**src/rtl/pulse_width_meter.sv**
```systemverilog
// Pulse high-time meter: counts clk samples with pulse==1 and reports over valid/ready.
// Optional WIDTH_OVF_EN adds meas_ovf, flagging a saturated measurement.
module pulse_width_meter #(
    parameter int WIDTH = 16
) (
    input  logic             clk,
    input  logic             reset_n,
    input  logic             pulse,
    output logic [WIDTH-1:0] meas_width,
    output logic             meas_valid,
    input  logic             meas_ready,
    output logic             busy
`ifdef WIDTH_OVF_EN
    ,
    output logic             meas_ovf
`endif
);

    localparam logic [WIDTH-1:0] MAX = '1;

    typedef enum logic [1:0] {
        IDLE,
        COUNT,
        HOLD
    } state_t;

    state_t           state_q, state_d;
    logic             pulse_q;
    logic             rise;
    logic [WIDTH-1:0] count_q, count_d;
    logic [WIDTH-1:0] width_d;
    logic             valid_d;

    // pulse_q resets high so a pulse already asserted at release is ignored
    assign rise = pulse && !pulse_q;

    always_ff @(posedge clk or negedge reset_n) begin
        if (!reset_n) begin
            state_q    <= IDLE;
            pulse_q    <= 1'b1;
            count_q    <= '0;
            meas_width <= '0;
            meas_valid <= 1'b0;
            busy       <= 1'b0;
        end else begin
            state_q    <= state_d;
            pulse_q    <= pulse;
            count_q    <= count_d;
            meas_width <= width_d;
            meas_valid <= valid_d;
            busy       <= (state_d == COUNT);
        end
    end

    always_comb begin
        state_d = state_q;
        count_d = count_q;
        width_d = meas_width;
        valid_d = meas_valid;
        unique case (state_q)
            IDLE: begin
                if (rise) begin
                    state_d = COUNT;
                    count_d = WIDTH'(1);
                end
            end
            COUNT: begin
                if (pulse) begin
                    if (count_q != MAX) count_d = count_q + 1'b1;
                end else begin
                    width_d = count_q;
                    valid_d = 1'b1;
                    state_d = HOLD;
                end
            end
            HOLD: begin
                if (meas_ready) begin
                    valid_d = 1'b0;
                    state_d = IDLE;
                end
            end
            default: state_d = IDLE;
        endcase
    end

`ifdef WIDTH_OVF_EN
    always_ff @(posedge clk or negedge reset_n) begin
        if (!reset_n) begin
            meas_ovf <= 1'b0;
        end else if (state_q == COUNT && !pulse) begin
            meas_ovf <= (count_q == MAX);
        end else if (state_q == HOLD && meas_ready) begin
            meas_ovf <= 1'b0;
        end
    end
`endif

endmodule
```
**config.mk**
```make
export PLATFORM = sky130hd
export DESIGN_NAME = pulse_width_meter
export DESIGN_NICKNAME = d
export VERILOG_FILES = /design/src/rtl/pulse_width_meter.sv
export SDC_FILE = /design/constraint.sdc
export NUM_CORES = 1
export LEC_CHECK = 0
export CAP_MARGIN = 20
export CELL_PAD_IN_SITES_DETAIL_PLACEMENT = 0
export CELL_PAD_IN_SITES_GLOBAL_PLACEMENT = 1
export CORE_MARGIN = 4
export CORE_UTILIZATION = 40
export DETAILED_ROUTE_END_ITERATION = 16
export MAX_ROUTING_LAYER = met4
export PLACE_DENSITY_LB_ADDON = 0.15
export REMOVE_ABC_BUFFERS = 1
export SLEW_MARGIN = 40
export SYNTH_ARGS = -nofsm -noshare
export SYNTH_HDL_FRONTEND = slang
export SYNTH_SLANG_ARGS = --single-unit
export TNS_END_PERCENT = 10
```
**constraint.sdc**
```tcl
create_clock -name clk -period 2.4 [get_ports clk]
set_input_delay 0.36 -clock clk [delete_from_list [all_inputs] [get_ports clk]]
set_output_delay 0.36 -clock clk [all_outputs]
set_load 0.01 [all_outputs]
```
# --- Word level (Yosys, flattened, before mapping) ---
# Index checks and enable logic that the tools add are counted.
totals:
  wordCells: 36
  regBits: 37
  in_bits: 4
  output_inout_bits: 18
op_classes:
  mux: 11
  n_eq_ne: 9
  bitwise_logic: 1
  n_addsub: 1
  reduce_logical: 8
ops:
  columns: ["cell", "count"]
  rows:
  - ["two-way mux 16 bit", 3]
  - ["one-hot mux 16 bit (2 select lines)", 1]
  - ["adder 16 x 1 -> 16 bit (second input constant)", 1]
  - ["!= test 16 bit (second input constant)", 1]
  - ["!= test 2 bit (second input constant)", 5]
  - ["two-way mux 2 bit", 3]
  - ["one-hot mux 2 bit (3 select lines)", 1]
  - ["equality test 2 x 1 -> 1 bit (second input constant)", 2]
  - ["AND reduction 4 bit", 1]
  - ["nonzero test 2 bit", 2]
  - ["AND reduction 3 bit", 1]
  - ["equality test 2 bit (second input constant)", 1]
  - ["zero test 2 bit", 1]
  - ["two-way mux 1 bit", 2]
  - ["one-hot mux 1 bit (2 select lines)", 1]
  - ["AND reduction 2 bit", 1]
  - ["logical AND 1 bit", 1]
  - ["zero test 1 bit", 1]
  - ["NOT 1 bit", 1]

# --- Depth between registers and ports, before layout ---
# Gate-level depths: netlist (run 1).
depth:
  word_depth: 5
  mapped_depth: 6
  mapped_depth_nobuf: 5

# --- Worst setup path after synthesis (run 1) ---
# OpenSTA, ideal clock, no wires.
synth_timing:
  path_kind: "register to register"
  startpoint: "reg count_q[0]"
  endpoint: "reg count_q[14]"
  required_time_ps: 2279
  setup_time_ps: 121
  slack_ps: 575
  period_less_slack_ps: 1825
  arrival_ps: 1705
  stages_incl_launch_ff: 6
  path_buffers: 0
  cell_sequence: "dfrtp_1 ha_1 nand3_1 or4_1 a211o_1 a22o_1"
synth_between:
  elab_chain_cells: 4
  elab_cells_between_ends: 7
  classes_between: "add/sub (1); eq/ne (2); mux (3); reduce/logical (1)"
synth_lines:
  columns: ["element", "line_no", "text"]
  rows:
  - ["start: declaration", "30", "logic [WIDTH-1:0] count_q, count_d;"]
  - ["start signal: assignment", "48", "count_q <= count_d;"]
  - ["adder 16 x 1 -> 16 bit", "69", "if (count_q != MAX) count_d = count_q + 1'b1;"]
  - ["two-way mux 16 bit", "69", null]
  - ["two-way mux 16 bit", "68", "if (pulse) begin"]
  - ["one-hot mux 16 bit (2 select lines)", "60", "unique case (state_q)"]
# Several ways; a longest one is shown, not always the timed one. The select of a mux whose other input is x is not followed.
# A chain may end at the register's enable or synchronous reset.

# --- Worst setup path in the final report (run 1) ---
layout_timing:
  startpoint: "reg count_q[0]"
  endpoint: "reg count_q[9]"
# The elaborated chain is that of the path after synthesis.

==> flow_metrics.py, run 1 <==
metrics = {
    "global_routing": {
        "antenna_found_initial": 0,
        "grt_usage_pct": 16.7,
        "grt_pass1_vias": 1343,
        "grt_remaining_overflow": 0,
        "grt_max_degree": 38,
        "grt_first_pass_wirelength_um": 6730,
    },
    "logic_synthesis": {
        "synthTopCellsByArea": "dfrtp_1 50%, mux2_2 10%, o31ai_1 6.3%",
        "synth_top_cell_by_area": "dfrtp_1",
        "synth_most_common_cell": "dfrtp_1",
        "ys_ff_latch": 37,
        "ys_warn_count": 0,
        "yosysTopAreaCellShare_pct": 50.2,
        "async_flop_share_pct": 100,
        "ys_top_cells_by_count": "36 x dfrtp_1, 16 x mux2_2, 15 x o31ai_1, 10 x nand2_1",
        "syn_area_sq_um": 1790,
        "ys.flop_type": "dfrtp_1",
        "netlist_instances": 167,
        "syn_area_per_cell_sq_um": 10.7,
        "synth_seq_area_share_pct": 51.7,
        "synth_cell_types": 37,
        "synth_edf_count": 0,
    },
    "power": {
        "power_frac_seq_pct": 53.3,
        "p_total_w": 0.00137,
        "pwr_density_cell_nw_per_um2": 649,
        "clkPwrFrac_pct": 30.4,
        "p_leak_nw": 0.933,
        "p_comb_share_pct": 16.2,
        "sw_frac_of_total_pct": 27.4,
        "p_sw_w": 0.000376,
        "peakVddDrop_mv": 0.358,
        "intPower_w": 0.000996,
    },
    "sta": {
        "max-slew-margin-rel_pct": 58.2,
        "skew_ns": 0.00568,
        "period_minus_slack_ns": 1.95,
        "hold_viol": 0,
        "hold_slack_ns": 0.0138,
        "finalMaxSlewViolations": 0,
        "period_share_pct": 81.1,
        "grt_setup_unrepaired": "no",
        "layout_setup_ws_ns": 0.455,
        "tns_ns": 0,
        "tightest_slew_ns": 0.621,
        "setup_viol": 0,
        "max_freq_mhz": 514,
    },
    "final_layout": {
        "final.fill_count": 400,
        "fin_nets": 189,
        "layout-drive-gt1-share_pct": 17.3,
        "multi_input_area_sq_um": 787,
        "antennaDiodeCount": 0,
        "ff_latch_area_sq_um": 927,
        "syn2layout_area_growth_pct": 17.9,
    },
    "route": {
        "drt_pass1_iterations": 4,
        "avgRoutedWirePerCell_um": 16.5,
        "vias": 1382,
        "final_antenna_net_count": 0,
        "drc": 0,
        "dr.first_iter.drc_count": 153,
        "routed_via_density": 5.83,
        "wl_um": 3910,
    },
    "clock_network": {
        "cts-resized-gates": 0,
        "cts_sinks": 37,
        "ctsLongestPathBuffers": 2,
        "htreeDepth": 2,
        "cts_buffers": 5,
        "cts_setup_buffers": 0,
        "cts_tree": "yes",
        "hold_buffers": 0,
        "ctsRootBufferMaster": "clkbuf_8",
        "clkTransAtPathRegs_ns": 0.07,
        "insertion_delay_ns": 0.29,
    },
    "worst_setup_path": {
        "critPathSlowestCell": "nor4_1",
        "arrival_ns": 2.12,
        "worst_setup_path_start_kind": "flop",
        "path_cells": "ha_1, nand3_1, buf_4, nor4_1, or2_2, o31ai_1",
        "cp_data_required_time_ns": 2.57,
        "critPathLaunch": "count_q[0]",
        "cp_max_fo": 7,
        "path_class": "reg2reg",
        "end_kind": "flop",
        "slowest_delay_ns": 0.48,
        "worstReg2RegStart": "count_q[0]",
    },
    "place": {
        "port_buffers": 21,
        "hpwl_um": 2680,
        "gp_congestion": 0.855,
        "pre_cts_slack_ns": 0.420,
    },
    "floorplan": {
        "fp.dieW_um": 75.0,
        "rows": 24,
        "die_h_um": 75.0,
        "start_util_pct": 41.2,
        "die-area_sq_um": 5620,
        "io_pins": 22,
        "fp.coreArea_sq_um": 4350,
    },
    "outcome": {
        "status": "finished clean",
    },
    "worst_hold_path": {
        "hold_class": "in2async",
    },
    "run": {
        "cap_violations": 0,
    },
}
[worst paths after layout]
path                             endpoint  slack [ns]  cells after the start
max                            count_q[9]        0.45                      6
min                        meas_width[10]        0.01                      1
max reg2reg                    count_q[9]        0.45                      6
min reg2reg                 meas_width[6]        0.51                      1
max in group asynchronous         pulse_q        2.04                      1
min in group clk            meas_width[6]        0.51                      1
[cell families (layout without fill, tap and decap cells)]
family                     Yosys count  in the layout  share of synthesized area (%)
AOI/OAI and AO/OA                   40             40                           16.2
adders and majority gates            1              1                          0.698
buffers and inverters               18             36                           4.40
DFF                                 37             37                           51.7
muxes                               16             16                           10.0
and+or+nand+nor                     55             55                           17.0
[state kept, by name (all words and copies together) (netlist names)]
signal	count
busy	1
meas_valid	1
state_q	2
meas_width	16
count_q	16
pulse_q	1
[stage by stage]
stage	instance area (sq um)	std cells	util, %
final	2110	237	48.6
after global routing	2110	237	48.6
after floorplan	1720	151	-
after detailed placement	2030	229	46.6
after global placement	2030	229	46.6
after CTS	2110	237	48.5
[layout make-up]
type	count	share of cell area, %
Sequential cell	37	43.8
Tap cell	52	3.08
Clock inverter	2	0.473
Inverter	2	0.355
Multi-Input combinational cell	112	37.2
Timing Repair Buffer	26	11.6
Clock buffer	6	3.43
[critical path, delay by kind of cell (launching register included)]
family / cells / cell delay (ns)
AOI/OAI and AO/OA: 1 / 0.09
adders and majority gates: 1 / 0.25
buffers and inverters: 1 / 0.16
DFF: 1 / 0.43
and+or+nand+nor: 3 / 0.90
[cells in the final DEF, fill, tap and decap left out, drive strengths merged, types with 2 or more instances in the layout]
cell type      netlist  final
o21ai                5      5
nand4                8      8
inv                  2      2
a31oi                4      4
dfrtp               36     36
buf                  6      6
nor4                 2      2
nand3                5      5
nor3                 2      2
clkdlybuf4s50        0     20
o41ai                3      3
clkbuf              10      6
nor2                 9      9
nand2b               4      4
clkinv               0      2
o31ai               15     15
a211o                3      3
and3                 3      3
nand3b               2      2
a21oi                3      3
mux2                16     16
and4                 4      4
or2                  2      2
nand2               10     10
[per-layer routing]
| layer | track usage [%] | vias to the layer above | wire (um) |
|---|---|---|---|
| li1 | - | 667 | - |
| met1 | 23.1 | 663 | 1890 |
| met3 | 5.21 | 11 | 230 |
| met5 | - | - | 0 |
| met4 | 6.52 | 0 | 110 |
| met2 | 22.9 | 41 | 1680 |
[power by group through the flow]
| stage | Sequential, W | Combinational (W) | Clock, W |
|---|---|---|---|
| after global routing | 0.000742 | 0.000250 | 0.000462 |
| final | 0.000731 | 0.000222 | 0.000418 |
| after floorplan | 0.000747 | 0.000101 | 0 |
| after detailed placement | 0.000744 | 0.000225 | 0 |
| after CTS | 0.000732 | 0.000227 | 0.000433 |
| after global placement | 0.000740 | 0.000226 | 0 |
Note: power is estimated with default switching activity, not from simulation.
==> inputs of run 2 (changes only) <==
==> constraint.sdc (replaced) <==
create_clock -name clk -period 1.8 [get_ports clk]
set_input_delay 0.27 -clock clk [delete_from_list [all_inputs] [get_ports clk]]
set_output_delay 0.27 -clock clk [all_outputs]
set_load 0.01 [all_outputs]
==> run 2 against run 1 <==
Net effect:
- die area did not move
- fmax increased by 13%
- clock skew up 0.0011 ns
- flip-flop and latch count unchanged
- largest power group unchanged
- highest routed layer unchanged
==> flow_metrics.py, run 2 (synthesis gave the netlist of run 1 again) <==
metrics = {
    "power": {
        "sw_frac_of_total_pct": 25.2,
        "power_frac_seq_pct": 45.4,
        "p_total_w": 0.00209,
        "clkPwrFrac_pct": 35.3,
        "intPower_w": 0.00156,
        "p_sw_w": 0.000525,
        "p_comb_share_pct": 19.3,
        "pwr_density_cell_nw_per_um2": 889,
        "p_leak_nw": 1.08,
        "peakVddDrop_mv": 0.571,
    },
    "sta": {
        "period_minus_slack_ns": 1.73,
        "tns_ns": 0,
        "grt_setup_unrepaired": "yes",
        "max_freq_mhz": 579,
        "finalMaxSlewViolations": 0,
        "setup_viol": 0,
        "max-slew-margin-rel_pct": 67.8,
        "tightest_slew_ns": 0.483,
        "skew_ns": 0.00676,
        "hold_viol": 0,
        "period_share_pct": 95.9,
        "layout_setup_ws_ns": 0.0742,
    },
    "final_layout": {
        "multi_input_area_sq_um": 793,
        "fin_nets": 215,
        "antennaDiodeCount": 0,
        "syn2layout_area_growth_pct": 30.9,
        "finish.utilization_pct": 53.9,
        "final_cell_mix": "36 x dfrtp_1, 31 x buf_4, 20 x clkdlybuf4s50_1",
        "final_common_cell": "dfrtp_1",
        "layout-drive-gt1-share_pct": 28.0,
        "reg.largest.list": "count_q x16, meas_width x16, state_q x2",
        "ff_latch_area_sq_um": 927,
        "final.fill_count": 379,
    },
    "clock_network": {
        "cts-resized-gates": 0,
        "ctsLongestPathBuffers": 2,
        "cts_setup_buffers": 0,
        "clkTransAtPathRegs_ns": 0.07,
        "ctsRootBufferMaster": "clkbuf_8",
        "cts_sinks": 37,
        "insertion_delay_ns": 0.29,
        "hold_buffers": 0,
        "htreeDepth": 2,
        "cts_buffers": 5,
        "cts_tree": "yes",
    },
    "worst_setup_path": {
        "path_class": "reg2reg",
        "slowest_delay_ns": 0.47,
        "path_cells": "ha_1, nand3_1, or4_1, a211o_1, a22o_1",
        "critPathSlowestCell": "or4_1",
        "worst_setup_path_start_kind": "flop",
        "cp_num_buf_inv": 0,
        "critPathLaunch": "count_q[1]",
        "arrival_ns": 1.91,
        "cp_max_fo": 2,
        "reg2reg_depth": 5,
        "r2r_end": "count_q[14]",
        "end_kind": "flop",
        "worstReg2RegStart": "count_q[1]",
        "r2r_slack_ns": 0.07,
        "cp_data_required_time_ns": 1.98,
        "path_delay_family": "simple AND/OR/NAND/NOR gates",
    },
    "place": {
        "hpwl_um": 3150,
        "pre_cts_slack_ns": 0.0659,
        "port_buffers": 21,
        "gp_congestion": 0.883,
    },
    "global_routing": {
        "grt_remaining_overflow": 0,
        "grt_pass1_vias": 1541,
        "antenna_found_initial": 0,
        "grt_usage_pct": 18.6,
        "grt_max_degree": 38,
        "grt_first_pass_wirelength_um": 7560,
    },
    "floorplan": {
        "die-area_sq_um": 5620,
        "start_util_pct": 41.2,
        "die_h_um": 75.0,
        "fp.coreArea_sq_um": 4350,
        "fp.dieW_um": 75.0,
        "io_pins": 22,
        "rows": 24,
    },
    "route": {
        "vias": 1536,
        "drc": 0,
        "drt_pass1_iterations": 5,
        "wl_um": 4430,
        "dr.first_iter.drc_count": 137,
        "final_antenna_net_count": 0,
        "avgRoutedWirePerCell_um": 16.8,
        "routed_via_density": 5.84,
    },
    "run": {
        "cap_violations": 0,
    },
    "outcome": {
        "status": "finished clean",
    },
    "worst_hold_path": {
        "hold_class": "in2async",
    },
}
[run 2: cell type report]
| class | instances | area share [%] |
|---|---|---|
| Clock inverter | 1 | 1.28 |
| Clock buffer | 7 | 3.68 |
| Tap cell | 52 | 2.77 |
| Inverter | 2 | 0.320 |
| Timing Repair Buffer | 52 | 18.7 |
| Sequential cell | 37 | 39.5 |
| Multi-Input combinational cell | 112 | 33.8 |
[run 2: worst reg2reg max path, delay by kind of cell, from the launching register on]
family	cells	cell delay (ns)
compound gates	2	0.53
fa+ha+maj	1	0.17
flops	1	0.36
simple gates	2	0.57
[run 2: worst max path at each step]
stage / endpoint / slack (ns) / cells past startpoint
3_5_place_dp: count_q[11] / 0.07 / 4
3_3_place_gp: count_q[9] / 0.08 / 5
2_1_floorplan: count_q[1] / -0.36 / 4
5_1_grt: count_q[14] / -0.009 / 5
4_1_cts: count_q[14] / 0.08 / 5
6_report: count_q[14] / 0.07 / 5
[run 2: metal layers]
layer	wire [um]	track usage [%]	part of all wire, %	vias to the layer above
li1	-	-	-	717
met1	2080	24.4	47	759
met2	2100	27.9	47	54
met3	211	4.27	4.8	6
met4	48	7.31	1.1	0
met5	0	-	0	-
[run 2: power groups by stage]
stage	clock (W)	sequential (W)	combinational, W
2_1_floorplan	0	0.000996	0.000135
3_3_place_gp	0	0.000959	0.000399
3_5_place_dp	0	0.000962	0.000403
4_1_cts	0.000763	0.000947	0.000405
5_1_grt	0.000791	0.000956	0.000443
6_report	0.000737	0.000947	0.000403
[run 2: per-stage QoR]
step / cells / cell area [sq um] / hold slack (ns)
6_report: 263 / 2350 / 0.0187
5_1_grt: 263 / 2350 / 0.0558
4_1_cts: 263 / 2340 / 0.0211
3_5_place_dp: 255 / 2220 / 0.343
3_3_place_gp: 255 / 2220 / 0.344
2_1_floorplan: 151 / 1720 / -0.0256
